[src/rtl/rv_pipe_pkg.sv]
// ============================================================================
// Module      : rv_pipe_pkg
// Description : Shared types and constants for the RV pipeline controller.
// Revision    : 1.0 - initial release
// ============================================================================
`default_nettype none

package rv_pipe_pkg;

    typedef enum logic [0:0] {
        RUN      = 1'b0,
        MEM_WAIT = 1'b1
    } pipe_state_e;

    // Wide enough for the largest legal FWD_DEPTH (4); ports truncate to their width.
    localparam int FWD_SEL_MAX_W = 3;
    typedef logic [FWD_SEL_MAX_W-1:0] fwd_sel_t;

    localparam fwd_sel_t FWD_SEL_REGFILE = '0;

endpackage

`default_nettype wire

[src/rtl/rv_fwd_tracker.sv]
// ============================================================================
// Module      : rv_fwd_tracker
// Description : Tracks the destinations of in-flight results and picks the
//               youngest matching slot for each ID-stage source operand.
// Revision    : 1.0 - initial release
// ============================================================================
`default_nettype none

module rv_fwd_tracker
    import rv_pipe_pkg::*;
#(
    parameter int FWD_DEPTH = 2,
    parameter int RADDR_W   = 5,
    parameter int SEL_W     = 2
) (
    input  logic               clk,
    input  logic               rst_n,
    input  logic               i_shift,
    input  logic               i_bubble,
    input  logic               i_ex_wen,
    input  logic [RADDR_W-1:0] i_ex_rd,
    input  logic               i_ex_is_load,
    input  logic [RADDR_W-1:0] i_id_rs1,
    input  logic [RADDR_W-1:0] i_id_rs2,
    input  logic               i_id_rs1_used,
    input  logic               i_id_rs2_used,
    output logic [SEL_W-1:0]   o_fwd_sel_rs1,
    output logic [SEL_W-1:0]   o_fwd_sel_rs2
);

    logic [FWD_DEPTH:1] w_vld;
    logic [RADDR_W-1:0] w_rd [1:FWD_DEPTH];
    fwd_sel_t           w_sel1;
    fwd_sel_t           w_sel2;

    assign w_vld[1] = i_ex_wen;
    assign w_rd[1]  = i_ex_rd;

    // Slots 2..FWD_DEPTH are registered copies of the slot behind them.
    for (genvar k = 2; k <= FWD_DEPTH; k++) begin : g_slot
        logic               w_src_vld;
        logic [RADDR_W-1:0] r_rd;
        logic               r_vld;

        if (k == 2) begin : g_head
            assign w_src_vld = i_ex_wen & ~i_bubble;
        end else begin : g_body
            assign w_src_vld = w_vld[k-1];
        end

        always_ff @(posedge clk or negedge rst_n) begin
            if (!rst_n) begin
                r_vld <= 1'b0;
                r_rd  <= '0;
            end else if (i_shift) begin
                r_vld <= w_src_vld;
                r_rd  <= w_rd[k-1];
            end
        end

        assign w_vld[k] = r_vld;
        assign w_rd[k]  = r_rd;
    end

    // Scan oldest to youngest so the lowest-index match wins.
    always_comb begin
        w_sel1 = FWD_SEL_REGFILE;
        w_sel2 = FWD_SEL_REGFILE;
        for (int k = FWD_DEPTH; k >= 1; k--) begin
            if (w_vld[k] && !(k == 1 && i_ex_is_load)) begin
                if (i_id_rs1_used && (i_id_rs1 != '0) && (w_rd[k] == i_id_rs1))
                    w_sel1 = fwd_sel_t'(k);
                if (i_id_rs2_used && (i_id_rs2 != '0) && (w_rd[k] == i_id_rs2))
                    w_sel2 = fwd_sel_t'(k);
            end
        end
    end

    assign o_fwd_sel_rs1 = SEL_W'(w_sel1);
    assign o_fwd_sel_rs2 = SEL_W'(w_sel2);

endmodule

`default_nettype wire

[src/rtl/rv_pipe_ctrl.sv]
// ============================================================================
// Module      : rv_pipe_ctrl
// Description : Pipeline controller: jump redirect/flush, load-use interlock,
//               operand forwarding select and data-memory wait with timeout.
//               Define RV_PIPE_PERF_EN to add saturating performance counters.
// Revision    : 1.0 - initial release
// ============================================================================
`default_nettype none

module rv_pipe_ctrl
    import rv_pipe_pkg::*;
#(
    parameter int NUM_STAGES  = 3,
    parameter int JUMP_STAGE  = 2,
    parameter int XLEN        = 32,
    parameter int RADDR_W     = 5,
    parameter int FWD_DEPTH   = 2,
    parameter int MEM_TIMEOUT = 15
) (
    input  logic                           clk,
    input  logic                           rst_n,
    input  logic                           i_jump_en_ex,
    input  logic [XLEN-1:0]                i_jump_addr_ex,
    input  logic [RADDR_W-1:0]             i_id_rs1,
    input  logic [RADDR_W-1:0]             i_id_rs2,
    input  logic                           i_id_rs1_used,
    input  logic                           i_id_rs2_used,
    input  logic [RADDR_W-1:0]             i_ex_rd,
    input  logic                           i_ex_reg_wen,
    input  logic                           i_ex_is_load,
    input  logic                           i_mem_req,
    input  logic                           i_mem_ready,
    output logic                           o_jump,
    output logic [XLEN-1:0]                o_jump_addr,
    output logic [NUM_STAGES-1:0]          o_stall_n,
    output logic [NUM_STAGES-1:0]          o_flush,
    output logic [$clog2(FWD_DEPTH+1)-1:0] o_fwd_sel_rs1,
    output logic [$clog2(FWD_DEPTH+1)-1:0] o_fwd_sel_rs2,
`ifdef RV_PIPE_PERF_EN
    output logic [31:0]                    o_perf_stall_cnt,
    output logic [31:0]                    o_perf_flush_cnt,
    output logic [31:0]                    o_perf_memwait_cnt,
`endif
    output logic                           o_mem_err
);

    localparam int SEL_W = $clog2(FWD_DEPTH+1);
    localparam int CNT_W = (MEM_TIMEOUT > 0) ? $clog2(MEM_TIMEOUT+1) : 1;

    pipe_state_e           r_state;
    pipe_state_e           w_state_nxt;
    logic [CNT_W-1:0]      r_cnt;
    logic                  r_mem_err;
    logic                  w_run;
    logic                  w_jump;
    logic                  w_load_use;
    logic                  w_timeout;
    logic [NUM_STAGES-1:0] w_stall_n;
    logic [NUM_STAGES-1:0] w_flush;
    logic [SEL_W-1:0]      w_sel_rs1;
    logic [SEL_W-1:0]      w_sel_rs2;

    assign w_run  = (r_state == RUN);
    assign w_jump = w_run & i_jump_en_ex;

    // Jump outranks the interlock: the dependent ID instruction is flushed anyway.
    assign w_load_use = w_run & ~i_jump_en_ex & i_ex_is_load & i_ex_reg_wen &
                        (i_ex_rd != '0) &
                        ((i_id_rs1_used & (i_id_rs1 == i_ex_rd)) |
                         (i_id_rs2_used & (i_id_rs2 == i_ex_rd)));

    if (MEM_TIMEOUT > 0) begin : g_timeout
        assign w_timeout = (r_state == MEM_WAIT) & ~i_mem_ready &
                           (r_cnt == CNT_W'(MEM_TIMEOUT-1));
    end else begin : g_no_timeout
        assign w_timeout = 1'b0;
    end

    always_comb begin
        w_state_nxt = r_state;
        case (r_state)
            RUN:      if (i_mem_req && !i_mem_ready) w_state_nxt = MEM_WAIT;
            MEM_WAIT: if (i_mem_ready || w_timeout)  w_state_nxt = RUN;
            default:  w_state_nxt = RUN;
        endcase
    end

    // A timed-out access leaves EX on the first RUN cycle; that register loads a bubble.
    always_comb begin
        w_stall_n = '1;
        w_flush   = '0;
        for (int i = 0; i < NUM_STAGES; i++) begin
            if (w_jump && i >= 1 && i <= JUMP_STAGE) w_flush[i]   = 1'b1;
            if (w_load_use && i < JUMP_STAGE)        w_stall_n[i] = 1'b0;
            if (w_load_use && i == JUMP_STAGE)       w_flush[i]   = 1'b1;
            if (r_mem_err && i == JUMP_STAGE + 1)    w_flush[i]   = 1'b1;
        end
        if (r_state == MEM_WAIT) begin
            w_stall_n = '0;
            w_flush   = '0;
        end
    end

    always_ff @(posedge clk or negedge rst_n) begin
        if (!rst_n) begin
            r_state   <= RUN;
            r_cnt     <= '0;
            r_mem_err <= 1'b0;
        end else begin
            r_state   <= w_state_nxt;
            r_mem_err <= w_timeout;
            if (r_state == MEM_WAIT && w_state_nxt == MEM_WAIT)
                r_cnt <= r_cnt + CNT_W'(1);
            else
                r_cnt <= '0;
        end
    end

    rv_fwd_tracker #(
        .FWD_DEPTH (FWD_DEPTH),
        .RADDR_W   (RADDR_W),
        .SEL_W     (SEL_W)
    ) u_fwd_tracker (
        .clk           (clk),
        .rst_n         (rst_n),
        .i_shift       (w_run),
        .i_bubble      (r_mem_err),
        .i_ex_wen      (i_ex_reg_wen),
        .i_ex_rd       (i_ex_rd),
        .i_ex_is_load  (i_ex_is_load),
        .i_id_rs1      (i_id_rs1),
        .i_id_rs2      (i_id_rs2),
        .i_id_rs1_used (i_id_rs1_used),
        .i_id_rs2_used (i_id_rs2_used),
        .o_fwd_sel_rs1 (w_sel_rs1),
        .o_fwd_sel_rs2 (w_sel_rs2)
    );

    // Outputs are forced to their idle values while reset is asserted.
    assign o_jump        = rst_n & w_jump;
    assign o_jump_addr   = o_jump ? i_jump_addr_ex : '0;
    assign o_stall_n     = rst_n ? w_stall_n : '1;
    assign o_flush       = rst_n ? w_flush : '0;
    assign o_fwd_sel_rs1 = rst_n ? w_sel_rs1 : '0;
    assign o_fwd_sel_rs2 = rst_n ? w_sel_rs2 : '0;
    assign o_mem_err     = r_mem_err;

`ifdef RV_PIPE_PERF_EN
    logic [31:0] r_perf_stall;
    logic [31:0] r_perf_flush;
    logic [31:0] r_perf_memwait;

    always_ff @(posedge clk or negedge rst_n) begin
        if (!rst_n) begin
            r_perf_stall   <= '0;
            r_perf_flush   <= '0;
            r_perf_memwait <= '0;
        end else begin
            if (w_load_use && r_perf_stall != '1)
                r_perf_stall <= r_perf_stall + 32'd1;
            if (w_jump && r_perf_flush != '1)
                r_perf_flush <= r_perf_flush + 32'd1;
            if (r_state == MEM_WAIT && r_perf_memwait != '1)
                r_perf_memwait <= r_perf_memwait + 32'd1;
        end
    end

    assign o_perf_stall_cnt   = r_perf_stall;
    assign o_perf_flush_cnt   = r_perf_flush;
    assign o_perf_memwait_cnt = r_perf_memwait;
`endif

endmodule

`default_nettype wire

[config.mk]
export PLATFORM = sky130hd
export DESIGN_NAME = rv_pipe_ctrl
export DESIGN_NICKNAME = d
export VERILOG_FILES = /design/src/rtl/rv_pipe_pkg.sv /design/src/rtl/rv_fwd_tracker.sv /design/src/rtl/rv_pipe_ctrl.sv
export SDC_FILE = /design/constraint.sdc
export NUM_CORES = 1
export LEC_CHECK = 0
export CORE_ASPECT_RATIO = 0.8
export CORE_MARGIN = 5
export CORE_UTILIZATION = 33
export DETAILED_ROUTE_END_ITERATION = 6
export PLACE_DENSITY = 0.88
export SLEW_MARGIN = 10
export SYNTH_ARGS = -nofsm -noshare
export SYNTH_HDL_FRONTEND = slang
export SYNTH_SLANG_ARGS = --single-unit
export TNS_END_PERCENT = 100
[constraint.sdc]
create_clock -name clk -period 4.39 [get_ports clk]
set_clock_uncertainty 0.05 [all_clocks]
set_input_delay 0.878 -clock clk [delete_from_list [all_inputs] [get_ports clk]]
set_output_delay 0.878 -clock clk [all_outputs]
set_load 0.05 [all_outputs]
Yosys cells after proc, flatten, opt, wreduce, memory -nomap -nowiden. Index checks and enable logic that the tools add are counted.

Reduce and logical (&&, ||, !) cells: 15. Equality and inequality tests: 7. Mux-type cells: 22. $add $sub $neg: 1. Bitwise gates (word level): 17.

Operators by type and width (number): 32-bit two-way mux (1); 5-bit equality test (6); 2-bit two-way mux (10); 5-bit nonzero test (3); 1-bit AND (12); 3-bit two-way mux (4); 1-bit logical AND (9); 1-bit two-way mux (5); 4-bit by 1-bit adder with 4-bit output, second input constant (1); 4-bit equality test, second input constant (1); 4-bit two-way mux (1); 1-bit NOT (4); 1-bit zero test (2); 1-bit case mux with 2 select lines (1); 1-bit logical OR (1); 1-bit OR (1).

Register bits: 12. Logic and storage cells: 67.

Longest topological paths before layout. Gate-level depths: netlist of run 1.

Depth after elaboration: 9. Mapped depth: 6.

Cells and area by module. Synthesis of run 1 repeated with hierarchy kept, for this count alone.

Cell total of the unflattened synthesis: 139. Area total of the unflattened synthesis: 1222.4 um2.

By module, submodules not included: rv_pipe_ctrl (area an instance 679.4 um2, instances 1, cells an instance 89); rv_fwd_tracker (area an instance 543.0 um2, instances 1, cells an instance 50).

Least setup slack after synthesis of run 1. Ideal clock, no wire load.

Path type: input -> output. Start point: input port i_id_rs1[0]. End point: output port o_fwd_sel_rs1[1]. Required time: 3462 ps. Arrival: 3609 ps. Stages: 4. Slack: -147 ps. Path buffers: 0. Cell sequence: xnor2_1 nand3_1 nor3_1 a2111oi_0.

Word-level cells in the longest chain between the ends: 8.

RTL lines: start, declared (line rv_pipe_ctrl.sv:24) `input logic [RADDR_W-1:0] i_id_rs1,`; 5-bit nonzero test (line rv_fwd_tracker.sv:71) `if (i_id_rs1_used && (i_id_rs1 != '0) && (w_rd[k] == i_id_rs1))`; 1-bit logical AND (2 in a row) (line rv_fwd_tracker.sv:71); 2-bit two-way mux (line rv_fwd_tracker.sv:71); 2-bit two-way mux (line rv_fwd_tracker.sv:70) `if (w_vld[k] && !(k == 1 && i_ex_is_load)) begin`; 2-bit two-way mux (line rv_fwd_tracker.sv:71); 2-bit two-way mux (*) (line rv_fwd_tracker.sv:70); 2-bit two-way mux (*) (line rv_pipe_ctrl.sv:144) `assign o_fwd_sel_rs1 = rst_n ? w_sel_rs1 : '0;`; end, declared (line rv_pipe_ctrl.sv:37) `output logic [$clog2(FWD_DEPTH+1)-1:0] o_fwd_sel_rs1,`.

Every way passes the cells marked *; elsewhere a longest branch is shown, timed or not.

Worst setup path in the final report of run 1.
Start point: input port i_ex_rd[2]. End point: output port o_fwd_sel_rs2[0].

Word-level cells in the longest chain between the ends: 5.

RTL lines: start, declared (line rv_pipe_ctrl.sv:28) `input logic [RADDR_W-1:0] i_ex_rd,`; 5-bit equality test (line rv_fwd_tracker.sv:73) `if (i_id_rs2_used && (i_id_rs2 != '0) && (w_rd[k] == i_id_rs2))`; 1-bit logical AND (line rv_fwd_tracker.sv:73); 2-bit two-way mux (line rv_fwd_tracker.sv:73); 2-bit two-way mux (line rv_fwd_tracker.sv:70); 2-bit two-way mux (line rv_pipe_ctrl.sv:145) `assign o_fwd_sel_rs2 = rst_n ? w_sel_rs2 : '0;`; end, declared (line rv_pipe_ctrl.sv:38) `output logic [$clog2(FWD_DEPTH+1)-1:0] o_fwd_sel_rs2,`.

Every way passes these cells.

==> metrics.txt, run 1 <==
final setup vio count 0; Initial Util 34.6%; routed wl met2 2160 µm; Seq/Total Area, Yosys 27.7%; GRT Util Overall 19.7%; total CTS buffers 3; outcome complete, no violations; Worst R2R Start r_cnt[0]$_DFF_PN0_; Max Slew Vio Count 0; deepest clock path buffer count 2; hold path depth 1; Worst path max stage delay 0.84 ns; Area Overhead vs Synth 130%; Site Rows 18; synth warn 0; Max-slew headroom 64.5%; ant diodes 0; remaining antenna violation count after routing 0; die area 4540 µm²; DR DRC count 0; Worst Path Buf+Inv 2; Cell Area, Synth 1080 µm²; setup TNS 0 ns; hold path endpoint u_fwd_tracker.g_slot[2].r_vld$_DFFE_PN0N_; crit path kind input port to primary output; Flop pwr share 25.6%; minimum clock period 4.10 ns; Combinational Power Share 50.0%; PortBufs 98; critical path startpoint category input port; Clock power frac 24.3%; Worst path top cell family by delay buffers and inverters; CP cell instances clkdlybuf4s50_1 -> xnor2_1 -> nand3_1 -> nor3_1 -> nor3b_1 -> clkdlybuf4s50_1; hold buffer count at cts 0; first drt pass iteration count 5; R2R setup slack 3.22 ns; H-tree depth 1; worst min path class register to register; share of layout cells above drive strength 1 24.2%; routed length on met3 355 µm; Avg Inst Size Synth 8.53 µm²; fraction of registers with async set/reset 100%; r2r endpoint r_cnt[0]$_DFF_PN0_; RSZ-0062 raised after global routing no; most frequent CP cell clkdlybuf4s50_1; final period utilization 93.4%; max-cap violation count 0; initial antenna violation count 0; worst skew pair latency 0.25 ns; Yosys top cell area share 27.7%; Starting DRT DRC Count 42; largest net degree at the start of global routing 20; number of global-route vias before repair 1351; top cell types by occurrence after synthesis 32 x and3_1, 17 x xnor2_1, 12 x dfrtp_1; Num Clock Sinks 12; Final Hold Fails 0; fmax 244 MHz; worst-path fanout max 4; Pwr Total 518 µW; grt ovf 0; Int Power 336 µW; Net Sw Power 182 µW; Worst R2R Path Depth 5; Die Y 61.3 µm; pin slew with the least headroom to its limit 0.532 ns; Placer Congestion 0.893; DRT met1 WL 1950 µm; post-cts sizing count 0; Worst Path Required 3.46 ns; vias per cell 5.04; global-route wire length before repair 6650 µm; post-CTS setup buffer count 0; max layer used met4; Detailed Place HPWL 3900 µm; area leader, netlist dfrtp_1; P_leak 1.09 nW; clk slew on worst S/H paths 0.05 ns; # fillers 205; Post-synth top flop dfrtp_1; IO Count 100; critical path arrival 3.17 ns; CP Capture Type primary output; final core utilization 79.7%; Mapped Cells 127; Synth area leaders dfrtp_1 28%, and3_1 18%, xnor2_1 14%, mux2_2 5.2%, xor2_1 4.0%; worst hold start o_mem_err$_DFF_PN0_; TritonCTS clock tree done; Routed WL 4550 µm; root buffer cell clkbuf_8; # nets final 282; PwrDens 208 nW/µm²; total number of vias 1326; peak supply drop 0.232 mV; Distinct cells, synth 28; Seq cells post-synth 12; top-count cell post-synth and3_1; Core ar. 3130 µm²; WL per Instance 17.3 µm; CP max stage cell clkdlybuf4s50_1; switching share of power 35.2%; Mapped Nets 185; Post-synth EDFFs 0; Die X 74.1 µm
metal layers:
metal | track usage, % | vias up
met3 | 4.24 | 8
met1 | 24.6 | 613
met5 | 0 | -
li1 | - | 642
met4 | 6.98 | 0
met2 | 34.0 | 63
flip-flops by register name, summed over array words and instances, names as in the netlist:
name,flops
u_fwd_tracker.g_slot.r_rd,5
r_cnt,4
o_mem_err,1
r_state,1
u_fwd_tracker.g_slot.r_vld,1
worst max-delay path by stage:
stage / cells past startpoint / start / slack (ns) / endpoint
global route: 6 / i_ex_rd[1] / 0.14 / o_fwd_sel_rs2[0]
detailed placement: 6 / i_ex_rd[1] / 0.37 / o_fwd_sel_rs2[0]
global placement: 6 / i_ex_rd[2] / 0.39 / o_fwd_sel_rs2[0]
CTS: 6 / i_ex_rd[2] / 0.34 / o_fwd_sel_rs2[0]
finish: 6 / i_ex_rd[2] / 0.29 / o_fwd_sel_rs2[0]
floorplan: 4 / i_id_rs1[0] / 0.51 / o_fwd_sel_rs1[1]
cell families after synthesis:
group                    share of synthesized area [%]
multiplexers                                      5.20
XOR/XNOR                                          17.8
buffers and inverters                             5.20
AND/OR/NAND/NOR                                   35.0
flip-flops                                        27.7
AO/OA/AOI/OAI                                     6.47
adder cells (fa/ha/maj)                           2.31
other                                            0.346
layout by cell type, fill, tap and decap left out, types with 2 or more instances in the layout:
| cell | count |
|---|---|
| inv_1 | 2 |
| dfrtp_1 | 12 |
| xnor2_1 | 17 |
| nor2b_1 | 2 |
| nand2_1 | 5 |
| mux2_2 | 5 |
| nand3_1 | 6 |
| or4_1 | 3 |
| clkdlybuf4s50_1 | 59 |
| buf_4 | 8 |
| nor2_1 | 5 |
| buf_12 | 35 |
| nor3_1 | 3 |
| o21ai_0 | 3 |
| and3_1 | 32 |
| xor2_1 | 5 |
| ha_1 | 2 |
| clkbuf_8 | 4 |
| nand4_1 | 2 |
| nor3b_1 | 2 |
| a2111oi_1 | 2 |
power by group through the flow:
stage	clock network [mW]	registers (mW)	logic, mW
6_report	0.126	0.133	0.259
5_1_grt	0.135	0.134	0.272
4_1_cts	0.129	0.132	0.260
3_5_place_dp	0	0.134	0.259
3_3_place_gp	0	0.134	0.255
2_1_floorplan	0	0.129	0.124
cell type report:
class	count	area (µm²)	share of cell area, %
clock buffer	4	55.1	2.21
sequential	12	300	12.0
timing repair buffer	102	1350	54.2
inverter	2	7.51	0.301
tap	40	50.0	2.01
multi-input combinational	103	729	29.3
per-stage QoR:
stage / setup WS [ns] / instance area (µm²) / hold WS [ns] / instances
6_report: 0.290 / 2490 / 0.407 / 263
5_1_grt: 0.144 / 2490 / 0.471 / 263
4_1_cts: 0.341 / 2490 / 0.410 / 263
3_5_place_dp: 0.371 / 2440 / 0.403 / 259
3_3_place_gp: 0.390 / 2440 / 0.397 / 259
2_1_floorplan: 0.512 / 1090 / 0.405 / 127
(Power assumes the default switching activity.)
==> run 2: changes to the inputs <==
--- a/config.mk
+++ b/config.mk
@@ -6,7 +6,6 @@
 export NUM_CORES = 1
 export LEC_CHECK = 0
 export CORE_ASPECT_RATIO = 0.8
-export CORE_MARGIN = 5
 export CORE_UTILIZATION = 33
 export DETAILED_ROUTE_END_ITERATION = 6
 export PLACE_DENSITY = 0.88
==> run 2 against run 1 <==
Against the previous run: sequential share of layout area increased by 0.10 points; die area down 22%; via count is 1.1% lower; final area fell by 0.85%; hold slack improved by 0.011 ns; utilization down 0.11 points; setup slack improved by 0.0040 ns; highest routed layer unchanged; cell count fell by 0.76%.
==> metrics.txt, run 2 (synthesis gave the netlist of run 1 again) <==
post-CTS setup buffer count 0 (unchanged); PortBufs 98 (unchanged); initial antenna violation count 0 (unchanged); Area Overhead vs Synth 128%; Starting DRT DRC Count 46 (+9.5%); Worst Path Required 3.46 ns (about the same); crit path kind input port to primary output; remaining antenna violation count after routing 0 (unchanged); switching share of power 35.0% (-0.18 points); peak supply drop 0.211 mV (-9.3%); commonest non-fill, non-tap cell in the layout clkdlybuf4s50_1; share of layout cells above drive strength 1 23.5% (-0.69 points); RSZ-0062 raised after global routing no; CP Capture Type primary output; critical path arrival 3.17 ns (about the same); total number of vias 1312 (-1.1%); largest net degree at the start of global routing 35 (+75%); Initial Util 34.9% (+0.25 points); Biggest register u_fwd_tracker.g_slot.r_rd; root buffer cell clkbuf_8; first drt pass iteration count 4 (-1); deepest clock path buffer count 2 (unchanged); Max-slew headroom 64.9% (+0.45 points); Die Y 53.3 µm (-13%); Final Hold Fails 0 (unchanged); total CTS buffers 3 (unchanged); number of global-route vias before repair 1201 (-11%); IO Count 100 (unchanged); minimum clock period 4.10 ns (-0.00397 ns); # nets final 281 (-0.35%); Net Sw Power 170 µW (-6.8%); max-cap violation count 0 (unchanged); Design Area, Final 2470 µm² (-0.85%); H-tree depth 1 (unchanged); die area 3520 µm² (-22%); WL per Instance 14.7 µm (-15%); Int Power 315 µW (-6.1%); Site Rows 18 (unchanged); post-cts sizing count 0 (unchanged); final setup vio count 0 (unchanged); Worst path max stage delay 0.84 ns (about the same); Clock power frac 19.8% (-4.5 points); TritonCTS clock tree done; worst skew pair latency 0.23 ns (-0.02 ns); Routed WL 3830 µm (-16%); DR DRC count 0 (unchanged); DP Area 2430 µm² (-0.31%); PwrDens 196 nW/µm² (-5.5%); GRT Util Overall 22.3% (+2.6 points); Num Clock Sinks 12 (unchanged); worst min path class register to register; worst-path fanout max 4 (unchanged); Largest regs u_fwd_tracker.g_slot.r_rd (5), r_cnt (4); Combinational Power Share 52.9% (+2.9 points); most frequent cells in the layout 59 x clkdlybuf4s50_1, 35 x buf_12, 32 x and3_1, 17 x xnor2_1, 12 x dfrtp_1; most frequent CP cell clkdlybuf4s50_1; Die X 66.1 µm (-11%); CP cell instances clkdlybuf4s50_1 -> xnor2_1 -> nand3_1 -> nor3_1 -> nor3b_1 -> clkdlybuf4s50_1; Worst R2R Path Depth 5 (unchanged); Placer Congestion 0.878 (-1.7%); ant diodes 0 (unchanged); setup TNS 0 ns (unchanged); pin slew with the least headroom to its limit 0.525 ns (-0.00667 ns); global-route wire length before repair 5910 µm (-11%); critical path startpoint category input port; hold path depth 1 (unchanged); Flop pwr share 27.3% (+1.7 points); max FFs per register 5 (unchanged); hold buffer count at cts 0 (unchanged); grt ovf 0 (unchanged); fmax 244 MHz (about the same); outcome complete, no violations; CP max stage cell clkdlybuf4s50_1; Detailed Place HPWL 3210 µm (-18%); Core ar. 3110 µm² (-0.72%); clk slew on worst S/H paths 0.05 ns (about the same); final period utilization 93.3% (about the same); vias per cell 5.03 (-0.30%); Max Slew Vio Count 0 (unchanged); P_leak 1.08 nW (-1.1%); final core utilization 79.5% (-0.11 points)
run 2: layout make-up:
class	instances	area, µm²
multi-input combinational	103	729
sequential	12	300
fill	197	636
inverter	2	7.51
tap	40	50.0
timing repair buffer	101	1340
clock buffer	3	41.3
run 2: worst max-delay path: cells and delay by family:
kind,cells,cell delay [ns]
XOR/XNOR,1,0.14
AND/OR/NAND/NOR,3,0.74
buffers and inverters,2,1.40
run 2: path summary, 6_finish.rpt:
kind | start | to | slack [ns]
worst max-delay path | i_ex_rd[3] | o_fwd_sel_rs2[0] | 0.29
worst min-delay path | o_mem_err$_DFF_PN0_ | u_fwd_tracker.g_slot[2].r_vld$_DFFE_PN0N_ | 0.42
worst max register to register | r_cnt[0]$_DFF_PN0_ | r_cnt[2]$_DFF_PN0_ | 3.20
worst min register to register | o_mem_err$_DFF_PN0_ | u_fwd_tracker.g_slot[2].r_vld$_DFFE_PN0N_ | 0.42
max in group asynchronous | rst_n | r_cnt[2]$_DFF_PN0_ | 2.96
min in group asynchronous | rst_n | u_fwd_tracker.g_slot[2].r_rd[4]$_DFFE_PN0N_ | 0.88
run 2: routing by layer:
metal | GRT usage, % | share of wire (%) | up-vias
met5 | 0 | 0 | -
met4 | 3.19 | 0.65 | 0
met3 | 5.60 | 9.3 | 4
met2 | 39.8 | 51 | 68
met1 | 27.8 | 39 | 602
li1 | - | - | 638
run 2: stage by stage:
step,std cells,setup WS (ns),power (mW),hold slack (ns)
finish,261,0.294,0.485,0.418
global route,261,0.140,0.506,0.441
CTS,261,0.336,0.487,0.432
detailed placement,258,0.334,0.390,0.425
global placement,258,0.408,0.387,0.400
floorplan,127,0.512,0.253,0.405
run 2: power by group through the flow:
stage                     clock (mW)  combinational, mW  sequential, mW
after global routing           0.102              0.270           0.134
after CTS                     0.0971              0.257           0.132
after floorplan                    0              0.124           0.129
after global placement             0              0.253           0.134
after detailed placement           0              0.256           0.134
final                         0.0961              0.256           0.132
==> run 3: changes to the inputs <==
--- a/config.mk
+++ b/config.mk
@@ -9,7 +9,6 @@
 export CORE_UTILIZATION = 33
 export DETAILED_ROUTE_END_ITERATION = 6
 export PLACE_DENSITY = 0.88
-export SLEW_MARGIN = 10
 export SYNTH_ARGS = -nofsm -noshare
 export SYNTH_HDL_FRONTEND = slang
 export SYNTH_SLANG_ARGS = --single-unit
==> results of run 3 <==
Final layout, timing and power as in run 2 (identical DEF).
